### src/rtl/uvmt_axis_st_echo_dut.sv
// uvmt_axis_st_echo_dut
//   AXI-Stream loopback responder. Inbound beats are buffered in a beat FIFO
//   and returned on the outbound stream with tid/tdest swapped. Every other
//   field passes through bit-exact. The head of the FIFO is held in a
//   registered output stage, so there is one cycle of latency.
//
// Ports
//   clk, reset            : single clock, asynchronous active-high reset
//   s_t*                  : AXI-Stream slave (inbound)
//   m_t*                  : AXI-Stream master (outbound, tid/tdest swapped)
//   pkt_cnt               : m_tlast beats accepted, wraps mod 2^16
//   beat_cnt              : outbound beats accepted, wraps mod 2^16
//
// Configuration
//   UVMT_AXIS_ST_ECHO_STORE_FWD_EN : when defined, the output is held until a
//   complete packet is buffered. A full FIFO with no complete packet releases
//   the oversize packet through its tlast so the stream cannot deadlock.
//   When undefined, beats cut through as soon as they are stored.
module uvmt_axis_st_echo_dut #(
    parameter int DATA_WIDTH  = 32,
    parameter int ROUTE_WIDTH = 8,
    parameter int USER_WIDTH  = 8,
    parameter int DEPTH       = 16
) (
    input  logic                    clk,
    input  logic                    reset,
    input  logic                    s_tvalid,
    output logic                    s_tready,
    input  logic [DATA_WIDTH-1:0]   s_tdata,
    input  logic [DATA_WIDTH/8-1:0] s_tstrb,
    input  logic [DATA_WIDTH/8-1:0] s_tkeep,
    input  logic                    s_tlast,
    input  logic [ROUTE_WIDTH-1:0]  s_tid,
    input  logic [ROUTE_WIDTH-1:0]  s_tdest,
    input  logic [USER_WIDTH-1:0]   s_tuser,
    output logic                    m_tvalid,
    input  logic                    m_tready,
    output logic [DATA_WIDTH-1:0]   m_tdata,
    output logic [DATA_WIDTH/8-1:0] m_tstrb,
    output logic [DATA_WIDTH/8-1:0] m_tkeep,
    output logic                    m_tlast,
    output logic [ROUTE_WIDTH-1:0]  m_tid,
    output logic [ROUTE_WIDTH-1:0]  m_tdest,
    output logic [USER_WIDTH-1:0]   m_tuser,
    output logic [15:0]             pkt_cnt,
    output logic [15:0]             beat_cnt
);

    localparam int KW = DATA_WIDTH / 8;
    localparam int AW = $clog2(DEPTH);
    localparam int PW = AW + 1;
    localparam logic [PW-1:0] DEPTH_P = PW'(DEPTH);

    // id/dest hold the outbound values, so the swap happens once at the write
    typedef struct packed {
        logic [DATA_WIDTH-1:0]  data;
        logic [KW-1:0]          strb;
        logic [KW-1:0]          keep;
        logic                   last;
        logic [ROUTE_WIDTH-1:0] id;
        logic [ROUTE_WIDTH-1:0] dest;
        logic [USER_WIDTH-1:0]  user;
    } beat_t;

    beat_t         mem [DEPTH];
    beat_t         in_beat;
    beat_t         m_beat_q, m_beat_d;
    logic          m_valid_q, m_valid_d;
    logic [PW-1:0] wr_q, wr_d, rd_q, rd_d;
    logic [PW-1:0] occ;
    logic [15:0]   pkt_cnt_q, pkt_cnt_d, beat_cnt_q, beat_cnt_d;
    logic          rst_flag_q;
    logic          push, pop, load, avail, rel_ok;

    // Occupancy counts the beat sitting in the output stage as well; that
    // beat stays at rd until it is popped.
    assign occ      = wr_q - rd_q;
    assign s_tready = !rst_flag_q && (occ != DEPTH_P);

    assign in_beat = '{data: s_tdata, strb: s_tstrb, keep: s_tkeep, last: s_tlast,
                       id: s_tdest, dest: s_tid, user: s_tuser};

`ifdef UVMT_AXIS_ST_ECHO_STORE_FWD_EN
    logic [PW-1:0] cplt_q, cplt_d, cplt_left;
    logic          rel_q, rel_d;

    always_comb begin
        cplt_d    = cplt_q + PW'(push && s_tlast) - PW'(pop && m_beat_q.last);
        // complete packets still buffered once this edge's pop has happened
        cplt_left = cplt_q - PW'(pop && m_beat_q.last);
        rel_d     = rel_q;
        // Full with nothing complete: the head packet is oversize, stream it
        // out until its tlast leaves. The head cannot carry tlast here.
        if (occ == DEPTH_P && cplt_q == '0) rel_d = 1'b1;
        if (pop && m_beat_q.last)           rel_d = 1'b0;
        rel_ok    = (cplt_left != '0) || rel_d;
    end

    always_ff @(posedge clk or posedge reset) begin
        if (reset) begin
            cplt_q <= '0;
            rel_q  <= 1'b0;
        end else begin
            cplt_q <= cplt_d;
            rel_q  <= rel_d;
        end
    end
`else
    assign rel_ok = 1'b1;
`endif

    always_comb begin
        push       = s_tvalid && s_tready;
        pop        = m_valid_q && m_tready;
        wr_d       = wr_q + PW'(push);
        rd_d       = rd_q + PW'(pop);
        // Only beats already in memory are eligible; a beat written on this
        // edge reaches the output stage on the next one.
        avail      = (wr_q - rd_d) != '0;
        load       = !m_valid_q || pop;
        m_valid_d  = m_valid_q;
        m_beat_d   = m_beat_q;
        if (load) begin
            m_valid_d = avail && rel_ok;
            if (avail && rel_ok) m_beat_d = mem[rd_d[AW-1:0]];
        end
        beat_cnt_d = beat_cnt_q;
        pkt_cnt_d  = pkt_cnt_q;
        if (pop) begin
            beat_cnt_d = beat_cnt_q + 16'd1;
            pkt_cnt_d  = pkt_cnt_q + 16'(m_beat_q.last);
        end
    end

    always_ff @(posedge clk) begin
        if (push) mem[wr_q[AW-1:0]] <= in_beat;
    end

    always_ff @(posedge clk or posedge reset) begin
        if (reset) begin
            rst_flag_q <= 1'b1;
            wr_q       <= '0;
            rd_q       <= '0;
            m_valid_q  <= 1'b0;
            m_beat_q   <= '0;
            pkt_cnt_q  <= '0;
            beat_cnt_q <= '0;
        end else begin
            rst_flag_q <= 1'b0;
            wr_q       <= wr_d;
            rd_q       <= rd_d;
            m_valid_q  <= m_valid_d;
            m_beat_q   <= m_beat_d;
            pkt_cnt_q  <= pkt_cnt_d;
            beat_cnt_q <= beat_cnt_d;
        end
    end

    assign m_tvalid = m_valid_q;
    assign m_tdata  = m_beat_q.data;
    assign m_tstrb  = m_beat_q.strb;
    assign m_tkeep  = m_beat_q.keep;
    assign m_tlast  = m_beat_q.last;
    assign m_tid    = m_beat_q.id;
    assign m_tdest  = m_beat_q.dest;
    assign m_tuser  = m_beat_q.user;
    assign pkt_cnt  = pkt_cnt_q;
    assign beat_cnt = beat_cnt_q;

endmodule

### config.mk
export PLATFORM = sky130hd
export DESIGN_NAME = uvmt_axis_st_echo_dut
export DESIGN_NICKNAME = d
export VERILOG_FILES = /design/src/rtl/uvmt_axis_st_echo_dut.sv
export SDC_FILE = /design/constraint.sdc
export NUM_CORES = 1
export LEC_CHECK = 0
export CAP_MARGIN = 10
export CORE_MARGIN = 4
export CORE_UTILIZATION = 50
export CTS_BUF_LIST = sky130_fd_sc_hd__clkbuf_8
export CTS_CLUSTER_SIZE = 40
export DETAILED_ROUTE_END_ITERATION = 10
export PLACE_DENSITY = 0.67
export RECOVER_POWER = 50
export SYNTH_ARGS = -nofsm -noshare
export SYNTH_HDL_FRONTEND = slang
export SYNTH_SLANG_ARGS = --single-unit
### constraint.sdc
create_clock -name clk -period 14.3 [get_ports clk]
set_input_delay 2.145 -clock clk [delete_from_list [all_inputs] [get_ports clk]]
set_output_delay 2.145 -clock clk [all_outputs]
set_load 0.03 [all_outputs]
==> impl_metrics.ini, run 1 <==
[placement]
place_area_mm2 = 0.0468
portBuffers = 167
dpl.hpwl_mm = 45.9
place_congestion = 0.754

[yosys]
synth.avg_cell_area_um2 = 24.5
synthTopCellsByArea = edfxtp_1 (71%), mux4_2 (17%), dfrtp_1 (6.2%)
synth-edff-count = 1040
ys.warnings.count = 0
synthCells = 1784
synth_cell_types = 35
syn_area_mm2 = 0.0437
synth_top_area_share_pct = 71.5
synth_ff_type = edfxtp_1
syn-num-nets = 1868
synthArstFlopShare_pct = 9.49
yosys.cell_count.top_type = edfxtp_1
yosysSeqAreaShare_pct = 77.7
synth_largest_area_cell = edfxtp_1
ys_ff_latch = 1149
yosys-top-cells-count = edfxtp_1 (1040), mux4_2 (325), dfrtp_1 (108), clkbuf_1 (40), mux2_2 (38)

[timing]
maxSlewHeadroom_pct = -179
skew_ns = 0.0338
hold_viol = 0
setup_tns_ns = 0
rsz0062_at_grt = false
period_needed_ns = 7.82
slew_violations = 177
fin_crit_sh_pct = 54.7
fmax_ghz = 0.128
tightest_slew_ns = 4.16
setup_violations = 0

[global_routing]
track_usage_pct = 21.1
antenna_found_initial = 22
grt_pass1_wl_mm = 139
grt_max_degree = 166
grt_pass1_vias = 21000
grt-ovfl-total = 0

[worst_setup_path]
critical_path_required_ns = 14.99
rr_worst_depth = 7
critPathLaunchType = input port
r2r_setup_slack_ns = 7.92
worstSetupPathType = in2reg
cp_max_fo = 48
critPathArrivalTime_ns = 8.50
endpoint_kind = register

[clock_tree]
clk_pin_slew_worst_paths_ns = 0.06
htree_levels = 4
clock_path_buffers = 3
postCtsSetupBuffers = 0
cts-root-buf = clkbuf_8
clk_latency_ns = 0.84
cts_sinks = 1149
cts_resized = 0
numCtsBuffers = 175
cts_tree = yes
ctsHoldBuffers = 0

[detailed_routing]
finalWirelength_mm = 94.2
vias_per_cell = 5.82
dr_total_vias = 19800
firstDrtPassIters = 5
drc = 0
wl_per_cell_um = 27.7
drt-initial-drc-count = 2028
drtAntennaViolNets = 0

[run_status]
violations = max-capacitance violations, max-slew violations
status = finished with violations

[cells_and_area]
fin_area_mm2 = 0.0499
drive_gt1_share_pct = 28.4
syn2layout_area_growth_pct = 14.3
nets = 2172

[power_and_ir_drop]
clockPowerShare_pct = 24.0
seq_power_share_pct = 40.3
ir_drop_mv = 0.218
power_density_mw_per_mm2 = 206
switching_power_mw = 3.13
leakage_nw = 16.3
swShare_pct = 30.5
p_int_mw = 7.14
combPwrFrac_pct = 35.7

[min_path]
hold_depth = 1
min_path_type = reg2reg

[floorplanning]
start_util_pct = 50.4
coreArea_mm2 = 0.0868
die_h_um = 304
dieArea_mm2 = 0.0922
dieWidth_um = 304
rows = 108
pin_count = 168

[job]
drv_cap = 6
-- critical path: stages --
cell	delay, ns
dlygate4sd3_1	0.56
and2_0	0.39
ha_1	2.20
buf_4	0.86
buf_4	0.88
mux4_2	0.61
mux4_2	0.47
mux2_1	0.30
-- stage by stage --
stage | instances | setup WS [ns] | hold WS (ns) | utilization, % | power [mW]
2_1_floorplan | 1784 | 4.89 | 0.496 | - | 7.00
3_3_place_gp | 3066 | 7.10 | 0.461 | 53.9 | 7.89
5_1_grt | 3392 | 5.77 | 0.502 | 57.5 | 10.8
4_1_cts | 3388 | 7.96 | 0.477 | 57.6 | 10.4
3_5_place_dp | 3066 | 7.07 | 0.469 | 53.9 | 7.94
6_report | 3402 | 6.48 | 0.471 | 57.6 | 10.3
-- cell usage in the layout, fill, tap and decap left out, types with 2 or more instances in the layout --
master           Yosys  layout
mux2_2              38      38
nand2_1             11      11
dfrtp_1            108     108
and3_1               4       4
diode_2              0      14
nand2b_1             5       5
nand3_1             17      17
bufinv_16            0       3
nor4_2               0       4
mux2_1              30      30
and4_1               3       3
xnor2_1             30      30
clkbuf_1            40       4
nor2_1               8       8
nor2b_1              2       2
edfxtp_1          1040    1040
clkinvlp_4           0       8
clkbuf_8             0     186
o21a_1               2       2
clkinv_1             0      26
xor2_1               9       9
buf_4                0      39
o211ai_1             2       2
or3_1                3       3
dlygate4sd3_1        0      68
buf_12               0       2
mux4_2             325     325
inv_6                0       4
clkinv_2             0      11
ha_1                15      15
nand4_1              6       6
nor3_1              14       7
nor3_2               0       7
inv_1               14      95
clkdlybuf4s50_1      0      99
-- registers in the layout (all words and copies together) (netlist names), 4 cells and up --
name and count:
beat_cnt 16, m_tdata 32, m_tdest 8, m_tid 8, m_tkeep 4, m_tstrb 4, m_tuser 8, mem 1040
pkt_cnt 16, rd_q 5, wr_q 5
-- routing by layer --
metal	share of wire, %	vias up	global-route usage, %
met5	0.044	-	0
met4	1.9	8	5.61
met3	7.2	136	4.65
met2	50	733	34.5
met1	41	10700	29.2
li1	-	8245	-
-- kinds of logic (layout without fill, tap and decap cells) --
logic type | Yosys count | count (layout) | share of synthesized area, %
DFF | 1149 | 1149 | 77.7
adders and majority gates | 15 | 15 | 0.430
other | 1 | 15 | 0.00858
and+or+nand+nor | 78 | 78 | 0.937
muxes | 393 | 393 | 18.5
buffers and inverters | 99 | 548 | 1.39
AOI/OAI and AO/OA | 8 | 8 | 0.140
xor gates and xnor gates | 41 | 41 | 0.856
-- cell type report --
class	count	area, um^2
fillers	6219	36800
flip-flops and latches	1149	34000
multi-input cells	536	9200
clock buffers	186	2560
repair buffers	212	2020
well taps	1155	1450
clock inverters	136	664
inverters	14	55.1
diodes	14	35.0
-- final timing paths --
| path | startpoint | endpoint |
|---|---|---|
| worst max-delay path | m_tready | m_tdata[13] |
| min in group asynchronous | reset | m_tdata[18] |
| worst min register to register | beat_cnt[15] | beat_cnt[15] |
| worst min-delay path | beat_cnt[15] | beat_cnt[15] |
| worst max register to register | m_tvalid | m_tdata[13] |
| max in group asynchronous | reset | beat_cnt[6] |
-- power groups by stage --
stage                     Sequential [mW]  Combinational (mW)  Clock (mW)
final                                4.14                3.67        2.46
after global routing                 4.17                3.93        2.69
after CTS                            4.14                3.74        2.53
after detailed placement             4.21                3.73           0
after global placement               4.20                3.69           0
after floorplan                      4.39                2.61           0
No activity file was read; power rests on OpenSTA's default activity.
==> run 2: changes to the inputs <==
- clock period: 14.3 -> 7.8 ns (I/O delays scaled with it)
==> run 2 against run 1 <==
  * The run still ends with max-capacitance violations, max-slew violations left
  * Non-clock buffer count grew 2
  * Final cell count barely moved
  * Final area is 0.24% higher
  * Count of clock-buffer cells in the layout up 9
  * Setup slack lost 4.9 ns
  * Critical path depth rose by 1
  * Register-to-register slack worse by 5.9 ns
  * Critical path type unchanged
==> impl_metrics.ini, run 2 (same netlist as run 1, synthesis figures left out) <==
[clock_tree]
cts-root-buf = clkbuf_8
cts_resized = 0
clk_pin_slew_worst_paths_ns = 0.06
clock_path_buffers = 3
htree_levels = 4
cts_sinks = 1149
postCtsSetupBuffers = 0
ctsHoldBuffers = 0
clk_latency_ns = 0.81
numCtsBuffers = 177
cts_tree = yes

[cells_and_area]
syn2layout_area_growth_pct = 14.6
final_cell_mix = edfxtp_1 (1040), mux4_2 (325), clkbuf_8 (195), dfrtp_1 (108), clkdlybuf4s50_1 (89)
largest_reg_flops = 1040
nets = 2176
drive_gt1_share_pct = 29.4
final_common_cell = edfxtp_1

[floorplanning]
dieArea_mm2 = 0.0922
pin_count = 168
start_util_pct = 50.4
rows = 108
coreArea_mm2 = 0.0868
dieWidth_um = 304
die_h_um = 304

[detailed_routing]
firstDrtPassIters = 5
finalWirelength_mm = 94.4
drt-initial-drc-count = 2176
drtAntennaViolNets = 0
vias_per_cell = 5.85
dr_total_vias = 19900
drc = 0
wl_per_cell_um = 27.8

[worst_setup_path]
critPathLaunchType = input port
critPathArrivalTime_ns = 6.90
slowest_delay_ns = 1.79
endpoint_kind = register
cp_max_fo = 48
worstSetupPathType = in2reg
critical_path_required_ns = 8.47
worstPathCellList = dlygate4sd3_1 -> and2_0 -> ha_4 -> ha_1 -> buf_4 -> buf_4 -> mux4_2 -> mux4_2 -> mux2_1
critPathSlowestCell = ha_1

[timing]
tightest_slew_ns = 3.23
fmax_ghz = 0.161
skew_ns = 0.0339
slew_violations = 113
period_needed_ns = 6.23
setup_tns_ns = 0
fin_crit_sh_pct = 79.8
setup_violations = 0
maxSlewHeadroom_pct = -117
hold_viol = 0
rsz0062_at_grt = false

[job]
drv_cap = 2

[placement]
place_congestion = 0.768
portBuffers = 167
dpl.hpwl_mm = 47.0

[power_and_ir_drop]
switching_power_mw = 5.77
ir_drop_mv = 0.426
p_int_mw = 13.1
power_density_mw_per_mm2 = 378
seq_power_share_pct = 40.2
swShare_pct = 30.5
combPwrFrac_pct = 35.5
finalPower_mw = 18.9
leakage_nw = 16.3
clockPowerShare_pct = 24.2

[global_routing]
antenna_found_initial = 22
track_usage_pct = 20.9
grt_pass1_vias = 21100
grt_pass1_wl_mm = 138
grt-ovfl-total = 0
grt_max_degree = 137

[run_status]
status = finished with violations
violations = max-capacitance violations, max-slew violations

[min_path]
min_path_type = reg2reg
-- run 2: changes by cell type in the layout (fill, tap and decap cells not counted), sizes merged --
cell / previous run / this run
clkbuf: 190 / 195
inv: 100 / 65
buf: 41 / 47
clkinvlp: 9 / 7
clkdlybuf4s50: 99 / 89
dlygate4sd3: 68 / 78
bufinv: 3 / 2
diode: 14 / 10
clkinv: 38 / 68
-- run 2: worst paths after layout --
path,startpoint,to,slack (ns),cells after the start
worst max-delay path,m_tready,m_tdata[3],1.57,9
worst min-delay path,beat_cnt[15],beat_cnt[15],0.48,1
worst max register to register,m_tvalid,m_tdata[3],2.06,8
worst min register to register,beat_cnt[15],beat_cnt[15],0.48,1
max in group asynchronous,reset,m_tid[1],3.97,3
min in group asynchronous,reset,m_tdata[18],1.75,2
-- run 2: routing by layer --
layer	GRT usage, %	vias to the layer above	wire (um)
met5	0	-	27
met4	5.62	4	1660
met3	4.99	149	7150
met2	34.1	738	47100
met1	29.0	10800	38400
li1	-	8243	-
-- run 2: critical path: cells and delay by family --
kind	cells	cell delay, ns
fa+ha+maj	2	2.10
buf+inv	3	1.92
mux	3	1.16
simple gates	1	0.42
-- run 2: area by class of cell --
| cell class | count | area, um^2 |
|---|---|---|
| repair buffers | 214 | 2060 |
| multi-input cells | 536 | 9240 |
| fillers | 6203 | 36700 |
| inverters | 14 | 55.1 |
| diodes | 10 | 25.0 |
| clock inverters | 128 | 591 |
| well taps | 1155 | 1450 |
| flip-flops and latches | 1149 | 34000 |
| clock buffers | 195 | 2680 |
-- run 2: power groups by stage --
stage | registers (mW) | logic [mW] | clock network, mW
after floorplan | 8.05 | 4.78 | 0
after global placement | 7.72 | 6.72 | 0
after detailed placement | 7.75 | 6.82 | 0
after CTS | 7.63 | 6.84 | 4.69
after global routing | 7.66 | 7.19 | 4.98
final | 7.61 | 6.72 | 4.58
-- run 2: through the flow --
| stage | area [um^2] | setup WS, ns | util [%] | hold slack (ns) | cells |
|---|---|---|---|---|---|
| 2_1_floorplan | 43700 | -0.740 | - | 0.496 | 1784 |
| 3_3_place_gp | 46800 | 2.02 | 53.9 | 0.462 | 3068 |
| 3_5_place_dp | 46800 | 1.99 | 53.9 | 0.470 | 3068 |
| 6_report | 50100 | 1.57 | 57.7 | 0.480 | 3401 |
| 4_1_cts | 50100 | 2.71 | 57.7 | 0.482 | 3391 |
| 5_1_grt | 50000 | 1.32 | 57.7 | 0.493 | 3392 |
==> run 3: changes to the inputs <==
- PLACE_DENSITY: 0.67 -> 0.7
- clock period: 7.8 -> 5.4 ns (I/O delays scaled with it)
==> run 3 against run 2 <==
  * The flow still finishes with violations (max-capacitance violations, max-slew violations)
  * Highest routed layer unchanged
  * Clock power up 45%
  * Global-route usage shrank 0.41 points
  * Critical path type is now reg2out
  * Largest cell class unchanged
  * Critical endpoint is now s_tready
  * Largest power group unchanged
  * Combinational power increased by 44%
==> impl_metrics.ini, run 3 (same netlist as run 1, synthesis figures left out) <==
[run_status]
status = finished with violations
violations = max-capacitance violations, max-slew violations

[power_and_ir_drop]
ir_drop_mv = 0.448
leakage_nw = 16.4
power_density_mw_per_mm2 = 545

[cells_and_area]
final_cell_mix = edfxtp_1 (1040), mux4_2 (325), clkbuf_8 (200), dfrtp_1 (108), inv_1 (94)
syn2layout_area_growth_pct = 15.0
nets = 2170
final_common_cell = edfxtp_1
fin_area_mm2 = 0.0503
drive_gt1_share_pct = 29.1
largest_reg_flops = 1040
num-fill-cells = 6073

[global_routing]
antenna_found_initial = 26
grt_max_degree = 149
grt_pass1_vias = 20600
grt_pass1_wl_mm = 136
track_usage_pct = 20.5
grt-ovfl-total = 0

[job]
drv_cap = 4

[min_path]
hold_depth = 1
hold_start = pkt_cnt[15]
min_to = pkt_cnt[15]
min_path_type = reg2reg

[clock_tree]
clock_path_buffers = 3
postCtsSetupBuffers = 0
htree_levels = 4
ctsHoldBuffers = 0
cts_sinks = 1149
numCtsBuffers = 173
cts_tree = yes
clk_latency_ns = 0.80
cts_resized = 0
cts-root-buf = clkbuf_8
clk_pin_slew_worst_paths_ns = 0.06

[floorplanning]
dieWidth_um = 304
coreArea_mm2 = 0.0868
pin_count = 168
dieArea_mm2 = 0.0922
rows = 108
die_h_um = 304
start_util_pct = 50.4

[worst_setup_path]
worstSetupPathType = reg2out
critPathArrivalTime_ns = 4.14
cp_top_family = compound AO/OA/AOI/OAI gates
r2r-start = m_tvalid
critPathLaunchType = register
worstPathCellList = ha_1 -> o21a_1 -> o41ai_1 -> a41o_1 -> inv_1 -> clkdlybuf4s50_1
cp_max_fo = 18
critical_path_required_ns = 4.59
endpoint_kind = primary output
cp_num_buf_inv = 2
rr_worst_depth = 7
r2r_setup_slack_ns = 0.87
timing.rr.end = m_tkeep[0]
critPathSlowestCell = a41o_1
slowest_delay_ns = 0.95

[timing]
hold_ws_ns = 0.473
fmax_ghz = 0.202
hold_viol = 0
slew_violations = 172
finalWorstSetupSlack_ns = 0.455
setup_violations = 0
period_needed_ns = 4.95
tightest_slew_ns = 3.30
skew_ns = 0.0325
maxSlewHeadroom_pct = -121
rsz0062_at_grt = false
fin_crit_sh_pct = 91.6

[placement]
dpl.hpwl_mm = 44.2
dp_slack_ns = 1.07
place_area_mm2 = 0.0469
portBuffers = 167
place_congestion = 0.762

[detailed_routing]
finalWirelength_mm = 92.4
firstDrtPassIters = 5
drtAntennaViolNets = 0
wl_per_cell_um = 27.2
drc = 0
vias_per_cell = 5.82
drt-initial-drc-count = 2045
dr_total_vias = 19800
## run 3: cell count changes in the layout (fill, tap and decap cells not counted), moves of 3 or more
cell | previous run | this run
clkinv_1 | 46 | 19
nor4_2 | 4 | 0
inv_1 | 64 | 94
clkinvlp_4 | 6 | 3
clkbuf_8 | 195 | 200
nor4_4 | 0 | 4
clkinv_2 | 21 | 14
buf_12 | 3 | 14
buf_4 | 44 | 27
## run 3: per-stage QoR
step	setup TNS, ns	utilization (%)	std cells	total power, mW
floorplan	-1283.13	-	1784	18.5
finish	0	57.9	3400	27.4
CTS	0	58.0	3388	27.8
global placement	0	54.1	3066	21.0
detailed placement	0	54.1	3066	21.1
global route	0	57.9	3393	28.8
## run 3: cell type report
class                      instances  area [um^2]  area share (%)
clock inverter                   122          577            1.15
sequential                      1149        34000            67.6
clock buffer                     200         2750            5.48
multi-input combinational        536         9260            18.4
antenna                           12         30.0          0.0598
inverter                          14         55.1           0.110
timing repair buffer             212         2170            4.33
tap                             1155         1450            2.88
## run 3: routing by layer
| layer | track usage (%) | wire [um] | share of wire (%) |
|---|---|---|---|
| met1 | 28.7 | 37300 | 40 |
| met5 | 0 | 59 | 0.064 |
| met3 | 5.35 | 7430 | 8.0 |
| met2 | 32.9 | 46300 | 50 |
| met4 | 5.28 | 1300 | 1.4 |
## run 3: power by group
group	switching, mW	internal [mW]
clock	3.14	3.51
sequential	0.477	10.5
combinational	4.61	5.10
## run 3: worst max path at each step
stage                   from          to  slack (ns)  depth (start not counted)
floorplan            wr_q[1]   mem[5][0]       -1.57                          9
CTS                  wr_q[2]    s_tready        0.38                          6
finish               wr_q[2]    s_tready        0.45                          6
detailed placement  m_tready  m_tkeep[0]        1.07                          8
global route         wr_q[2]    s_tready        0.26                          6
global placement    m_tready  m_tdata[6]        1.07                         11
